<file path="src/rtl/ox_pkg.sv">
// Shared types and constants for the O/X referee.
// Holds the state enum, result/reject codes and the 8 winning lines.
package ox_pkg;

  typedef enum logic [1:0] {
    IDLE,
    WAIT_MOVE,
    EVAL,
    DONE
  } state_t;

  localparam logic [1:0] W_NONE = 2'd0;
  localparam logic [1:0] W_O    = 2'd1;
  localparam logic [1:0] W_X    = 2'd2;
  localparam logic [1:0] W_DRAW = 2'd3;

  localparam logic [1:0] REJ_NONE  = 2'd0;
  localparam logic [1:0] REJ_TURN  = 2'd1;
  localparam logic [1:0] REJ_RANGE = 2'd2;
  localparam logic [1:0] REJ_OCC   = 2'd3;

  // Rows, columns, then both diagonals (board bit indices)
  localparam logic [3:0] LINES [8][3] = '{
    '{4'd0, 4'd1, 4'd2},
    '{4'd3, 4'd4, 4'd5},
    '{4'd6, 4'd7, 4'd8},
    '{4'd0, 4'd3, 4'd6},
    '{4'd1, 4'd4, 4'd7},
    '{4'd2, 4'd5, 4'd8},
    '{4'd0, 4'd4, 4'd8},
    '{4'd2, 4'd4, 4'd6}
  };

  function automatic logic [8:0] cell_mask(
    input logic [3:0] pos
  );
    logic [15:0] s;
    s = 16'd1 << (pos - 4'd1);
    return s[8:0];
  endfunction

endpackage

</file>
<file path="src/rtl/ox_line_eval.sv">
// Combinational line counter for the 3x3 board.
// A line counts when all three cells are taken by the same side.
module ox_line_eval
  import ox_pkg::*;
(
  input  logic [8:0] occ,
  input  logic [8:0] own,
  output logic [3:0] cnt_o,
  output logic [3:0] cnt_x
);

  always_comb begin
    cnt_o = '0;
    cnt_x = '0;
    for (int i = 0; i < 8; i++) begin
      if (occ[LINES[i][0]] &&
          occ[LINES[i][1]] &&
          occ[LINES[i][2]]) begin
        if (own[LINES[i][0]] &&
            own[LINES[i][1]] &&
            own[LINES[i][2]]) begin
          cnt_x = cnt_x + 4'd1;
        end else if (!(own[LINES[i][0]] ||
                       own[LINES[i][1]] ||
                       own[LINES[i][2]])) begin
          cnt_o = cnt_o + 4'd1;
        end
      end
    end
  end

endmodule

</file>
<file path="src/rtl/ox_game_ctrl.sv">
// Turn-order and legality referee for a 3x3 O/X game.
// Build with OX_TIMEOUT_EN to add a per-move idle forfeit and timeout port.
module ox_game_ctrl
  import ox_pkg::*;
#(
  parameter logic FIRST_PLAYER   = 1'b0,
  parameter int   TIMEOUT_CYCLES = 255
) (
  input  logic       clk,
  input  logic       rst_n,
  input  logic       start,
  input  logic       in_valid,
  output logic       in_ready,
  input  logic       in_player,
  input  logic [3:0] in_pos,
  output logic       move_ack,
  output logic       move_rej,
  output logic [1:0] rej_code,
  output logic       turn,
  output logic [8:0] occ,
  output logic [8:0] own,
  output logic [3:0] line_o,
  output logic [3:0] line_x,
  output logic       game_over,
  output logic [1:0] winner,
  output logic [3:0] move_cnt
`ifdef OX_TIMEOUT_EN
  ,
  output logic       timeout
`endif
);

  if (TIMEOUT_CYCLES < 1) begin : g_cfg_chk
    $error("TIMEOUT_CYCLES must be at least 1");
  end

  state_t     state;
  logic       hs;
  logic [8:0] mask;
  logic [1:0] chk;
  logic [3:0] cnt_o;
  logic [3:0] cnt_x;
  logic [3:0] mover_cnt;

  ox_line_eval u_eval (
    .occ   (occ),
    .own   (own),
    .cnt_o (cnt_o),
    .cnt_x (cnt_x)
  );

  assign hs        = in_valid & in_ready;
  assign mask      = cell_mask(in_pos);
  assign mover_cnt = turn ? cnt_x : cnt_o;

  always_comb begin
    chk = REJ_NONE;
    if (in_player != turn) begin
      chk = REJ_TURN;
    end else if (in_pos == 4'd0 || in_pos > 4'd9) begin
      chk = REJ_RANGE;
    end else if ((occ & mask) != 9'd0) begin
      chk = REJ_OCC;
    end
  end

`ifdef OX_TIMEOUT_EN
  localparam int TW = $clog2(TIMEOUT_CYCLES + 1);
  localparam logic [TW-1:0] IDLE_LAST = TW'(TIMEOUT_CYCLES - 1);
  logic [TW-1:0] idle;
`endif

  always_ff @(posedge clk or negedge rst_n) begin
    if (!rst_n) begin
      state     <= IDLE;
      in_ready  <= 1'b0;
      move_ack  <= 1'b0;
      move_rej  <= 1'b0;
      rej_code  <= REJ_NONE;
      turn      <= FIRST_PLAYER;
      occ       <= '0;
      own       <= '0;
      line_o    <= '0;
      line_x    <= '0;
      game_over <= 1'b0;
      winner    <= W_NONE;
      move_cnt  <= '0;
`ifdef OX_TIMEOUT_EN
      idle      <= '0;
      timeout   <= 1'b0;
`endif
    end else begin
      move_ack <= 1'b0;
      move_rej <= 1'b0;
      rej_code <= REJ_NONE;
      if (start) begin
        // A same-cycle move is dropped: the new game wins
        state     <= WAIT_MOVE;
        in_ready  <= 1'b1;
        turn      <= FIRST_PLAYER;
        occ       <= '0;
        own       <= '0;
        line_o    <= '0;
        line_x    <= '0;
        game_over <= 1'b0;
        winner    <= W_NONE;
        move_cnt  <= '0;
`ifdef OX_TIMEOUT_EN
        idle      <= '0;
        timeout   <= 1'b0;
`endif
      end else begin
        unique case (state)
          IDLE: begin
          end
          WAIT_MOVE: begin
            if (hs) begin
`ifdef OX_TIMEOUT_EN
              idle <= '0;
`endif
              if (chk != REJ_NONE) begin
                move_rej <= 1'b1;
                rej_code <= chk;
              end else begin
                occ      <= occ | mask;
                own      <= own | (turn ? mask : 9'd0);
                move_cnt <= move_cnt + 4'd1;
                move_ack <= 1'b1;
                in_ready <= 1'b0;
                state    <= EVAL;
              end
            end
`ifdef OX_TIMEOUT_EN
            else if (idle == IDLE_LAST) begin
              state     <= DONE;
              in_ready  <= 1'b0;
              game_over <= 1'b1;
              timeout   <= 1'b1;
              winner    <= turn ? W_O : W_X;
            end else begin
              idle <= idle + 1'b1;
            end
`endif
          end
          EVAL: begin
            line_o <= cnt_o;
            line_x <= cnt_x;
            if (mover_cnt != 4'd0) begin
              state     <= DONE;
              game_over <= 1'b1;
              winner    <= turn ? W_X : W_O;
            end else if (move_cnt == 4'd9) begin
              state     <= DONE;
              game_over <= 1'b1;
              winner    <= W_DRAW;
            end else begin
              state    <= WAIT_MOVE;
              in_ready <= 1'b1;
              turn     <= ~turn;
`ifdef OX_TIMEOUT_EN
              idle     <= '0;
`endif
            end
          end
          DONE: begin
          end
          default: begin
            state <= IDLE;
          end
        endcase
      end
    end
  end

endmodule
</file>
<file path="config.mk">
export PLATFORM = sky130hd
export DESIGN_NAME = ox_game_ctrl
export DESIGN_NICKNAME = d
export VERILOG_FILES = /design/src/rtl/ox_pkg.sv /design/src/rtl/ox_line_eval.sv /design/src/rtl/ox_game_ctrl.sv
export SDC_FILE = /design/constraint.sdc
export NUM_CORES = 1
export LEC_CHECK = 0
export BUFFER_PORTS_ARGS = -buffer_cell sky130_fd_sc_hd__clkbuf_2
export CAP_MARGIN = 5
export CORE_ASPECT_RATIO = 0.5
export CORE_UTILIZATION = 60
export DETAILED_ROUTE_END_ITERATION = 10
export PLACE_DENSITY = 0.83
export SYNTH_ARGS = -nofsm -noshare
export SYNTH_HDL_FRONTEND = slang
export SYNTH_SLANG_ARGS = --single-unit
</file>
<file path="constraint.sdc">
create_clock -name clk -period 14.55 [get_ports clk]
set_input_delay 2.91 -clock clk [delete_from_list [all_inputs] [get_ports clk]]
set_output_delay 2.91 -clock clk [all_outputs]
set_load 0.01 [all_outputs]
</file>
==> impl_metrics.json <==
{
  "finalSetupTns_ns": 0,
  "yosysSeqAreaShare_pct": 28.4,
  "tightest_slew_ns": 1.14,
  "leakagePower_nw": 1.71,
  "vias_per_cell": 6.52,
  "max_stage_delay_ns": 0.67,
  "h-tree-depth": 2,
  "slew_headroom_pct": 23.8,
  "ys_ff_latch": 41,
  "numPortBuffers": 47,
  "maxCapViolations": 0,
  "synth_cells": 422,
  "place.gp.congestion": 0.919,
  "critical_path_buf_inv_count": 4,
  "dr.first_iter.drc_count": 353,
  "crit_slowest_cell": "or4b_2",
  "regToRegSetupSlack_ns": 7.27,
  "min_period_ns": 7.28,
  "grt_max_degree": 42,
  "synth.net_count": 446,
  "post-dp-hpwl_um": 7300,
  "syn_area_um2": 3610,
  "postCtsSetupBuffers": 0,
  "coreArea_um2": 5630,
  "fill_cells": 433,
  "clock_sinks": 41,
  "n_antenna_cell": 0,
  "die_h_um": 56.8,
  "vias": 3489,
  "ant_nets": 0,
  "layout-drive-gt1-share_pct": 19.3,
  "crit_fanout": 8,
  "final.period_utilization_pct": 50.0,
  "rows": 19,
  "worstHoldPathType": "flip-flop to flip-flop",
  "ir_drop_uv": 75.2,
  "layout_common_cells": "nor2_1 (50), clkbuf_2 (47), dfrtp_1 (41)",
  "root_buffer": "clkbuf_16",
  "cts-buffers-inserted": 5,
  "drc": 0,
  "critPathLaunchType": "flip-flop",
  "grt_first_pass_wirelength_um": 16100,
  "cp.arrival_ns": 7.39,
  "power_w": 0.000263,
  "finalHoldViolCount": 0,
  "fin_nets": 485,
  "ys_warn_count": 0,
  "rsz0062_at_grt": "false",
  "clock.fmax_ghz": 0.137,
  "gr-usage-all-layers_pct": 32.4,
  "finClkSkew_ns": 0.00379,
  "antenna_found_initial": 0,
  "required_ns": 14.66,
  "clockBufferDepth": 2,
  "path_delay_family": "adder cells",
  "synth-main-ff-cell": "dfrtp_1",
  "end_kind": "flip-flop",
  "route.detailed.wl_per_inst_um": 18.4,
  "grt-ovfl-total": 0,
  "drv_slew": 0,
  "path_clk_slew_ns": 0.06,
  "dieWidth_um": 112,
  "crit_type": "flip-flop to flip-flop",
  "area_growth_pct": 12.2,
  "insertion_delay_ns": 0.28,
  "mostFrequentLayoutCell": "nor2_1",
  "cpMostUsedCell": "ha_1",
  "start_util_pct": 64.0,
  "synth-edff-count": 0,
  "finalWirelength_um": 9830,
  "synth_area_per_cell_um2": 8.55,
  "first_pass_iters": 5,
  "grt_pass1_vias": 3304,
  "io_pins": 48,
  "postSynth.asyncResetShare_pct": 100,
  "tritoncts": "done",
  "cts-hold-fix-buffers": 0,
  "power_density_nw_per_um2": 65.0,
  "post_cts_resized": 0,
  "dieArea_um2": 6350,
  "synth.distinct_cells": 74,
  "setup_viol": 0,
  "status": "finished clean"
}
worst min-delay path, delay by kind of cell, from the launching register on:
| family | cells | cell delay [ns] |
|---|---|---|
| DFF | 1 | 0.37 |
| AOI/OAI and AO/OA | 1 | 0.05 |
| and+or+nand+nor | 1 | 0.06 |
report_power, final:
part | total [W] | internal, W | switching (W)
Combinational | 0.0000172 | 0.00000522 | 0.0000119
Sequential | 0.000118 | 0.000116 | 0.00000207
Clock | 0.000128 | 0.0000856 | 0.0000424
logic make-up after synthesis:
family	Yosys count	synth area share, %
mux	8	2.29
flops	41	28.4
xor+xnor	31	10.0
compound gates	97	20.6
buf+inv	31	3.43
simple gates	199	30.0
fa+ha+maj	15	5.20
final timing paths:
path / from / to / cells past startpoint
worst max-delay path: own[0]$_DFFE_PN0P_ / state[1]$_DFFE_PN0P_ / 31
worst min-delay path: line_x[3]$_DFFE_PN0N_ / line_x[3]$_DFFE_PN0N_ / 2
worst max register to register: own[0]$_DFFE_PN0P_ / state[1]$_DFFE_PN0P_ / 31
worst min register to register: line_x[3]$_DFFE_PN0N_ / line_x[3]$_DFFE_PN0N_ / 2
max in group asynchronous: rst_n / line_x[1]$_DFFE_PN0N_ / 1
min in group asynchronous: rst_n / move_cnt[1]$_DFFE_PN0P_ / 1
per-layer routing:
metal	vias to the layer above	track usage (%)	share of wire [%]
li1	1646	-	-
met1	1681	43.6	45
met2	143	55.5	47
met3	19	4.54	6.5
met4	0	8.49	1.7
met5	-	0	0
cell type report:
cell class                      instances  area (um2)  area share (%)
Multi-Input combinational cell        350        2460            60.7
Sequential cell                        41        1030            25.3
Timing Repair Buffer                   48         243            6.00
Clock buffer                            7         143            3.52
Tap cell                               73        91.3            2.26
Inverter                               15        56.3            1.39
Clock inverter                          1        30.0           0.742
flip-flops by register name (all words and copies together) (netlist names), 2 cells and up:
register and flops:
line_x 4, rej_code 2, move_cnt 4, state 2, occ 9, winner 2
line_o 4, own 9
cell usage after synthesis, types with 3 or more instances:
cell	n	area, um2
and4bb_2	3	37.5
o31ai_1	3	22.5
o22ai_1	3	18.8
nand2b_1	10	62.6
nor3b_1	4	30.0
nor3_1	18	90.1
a21oi_1	19	95.1
mux2i_1	6	60.1
xnor2_1	14	123
clkbuf_1	12	45.0
and3_1	4	25.0
nor4b_1	4	35.0
and2_1	4	25.0
a31oi_1	12	75.1
o211ai_1	3	22.5
a211o_1	6	52.6
nand3b_1	5	37.5
nand4_1	6	37.5
nand3_1	21	105
nor2_1	50	188
xnor2_2	4	65.1
inv_1	14	52.6
a22oi_1	3	22.5
or2_2	4	25.0
nor2b_1	5	31.3
nand2_1	36	135
ha_1	15	188
xor2_1	9	78.8
a211oi_1	10	75.1
dfrtp_1	41	1030
o21ai_0	13	65.1
xnor3_1	3	67.6
or3_1	6	37.5
through the flow:
| step | util, % | std cells | setup WS [ns] | hold slack [ns] | instance area [um2] |
|---|---|---|---|---|---|
| after CTS | 71.8 | 535 | 7.32 | 0.525 | 4050 |
| after global placement | 68.8 | 527 | 7.79 | 0.506 | 3870 |
| final | 71.8 | 535 | 7.27 | 0.523 | 4050 |
| after floorplan | - | 422 | 8.04 | 0.497 | 3610 |
| after detailed placement | 68.8 | 527 | 7.41 | 0.517 | 3870 |
| after global routing | 71.8 | 535 | 6.70 | 0.540 | 4050 |
No activity file was read; power rests on OpenSTA's default activity.
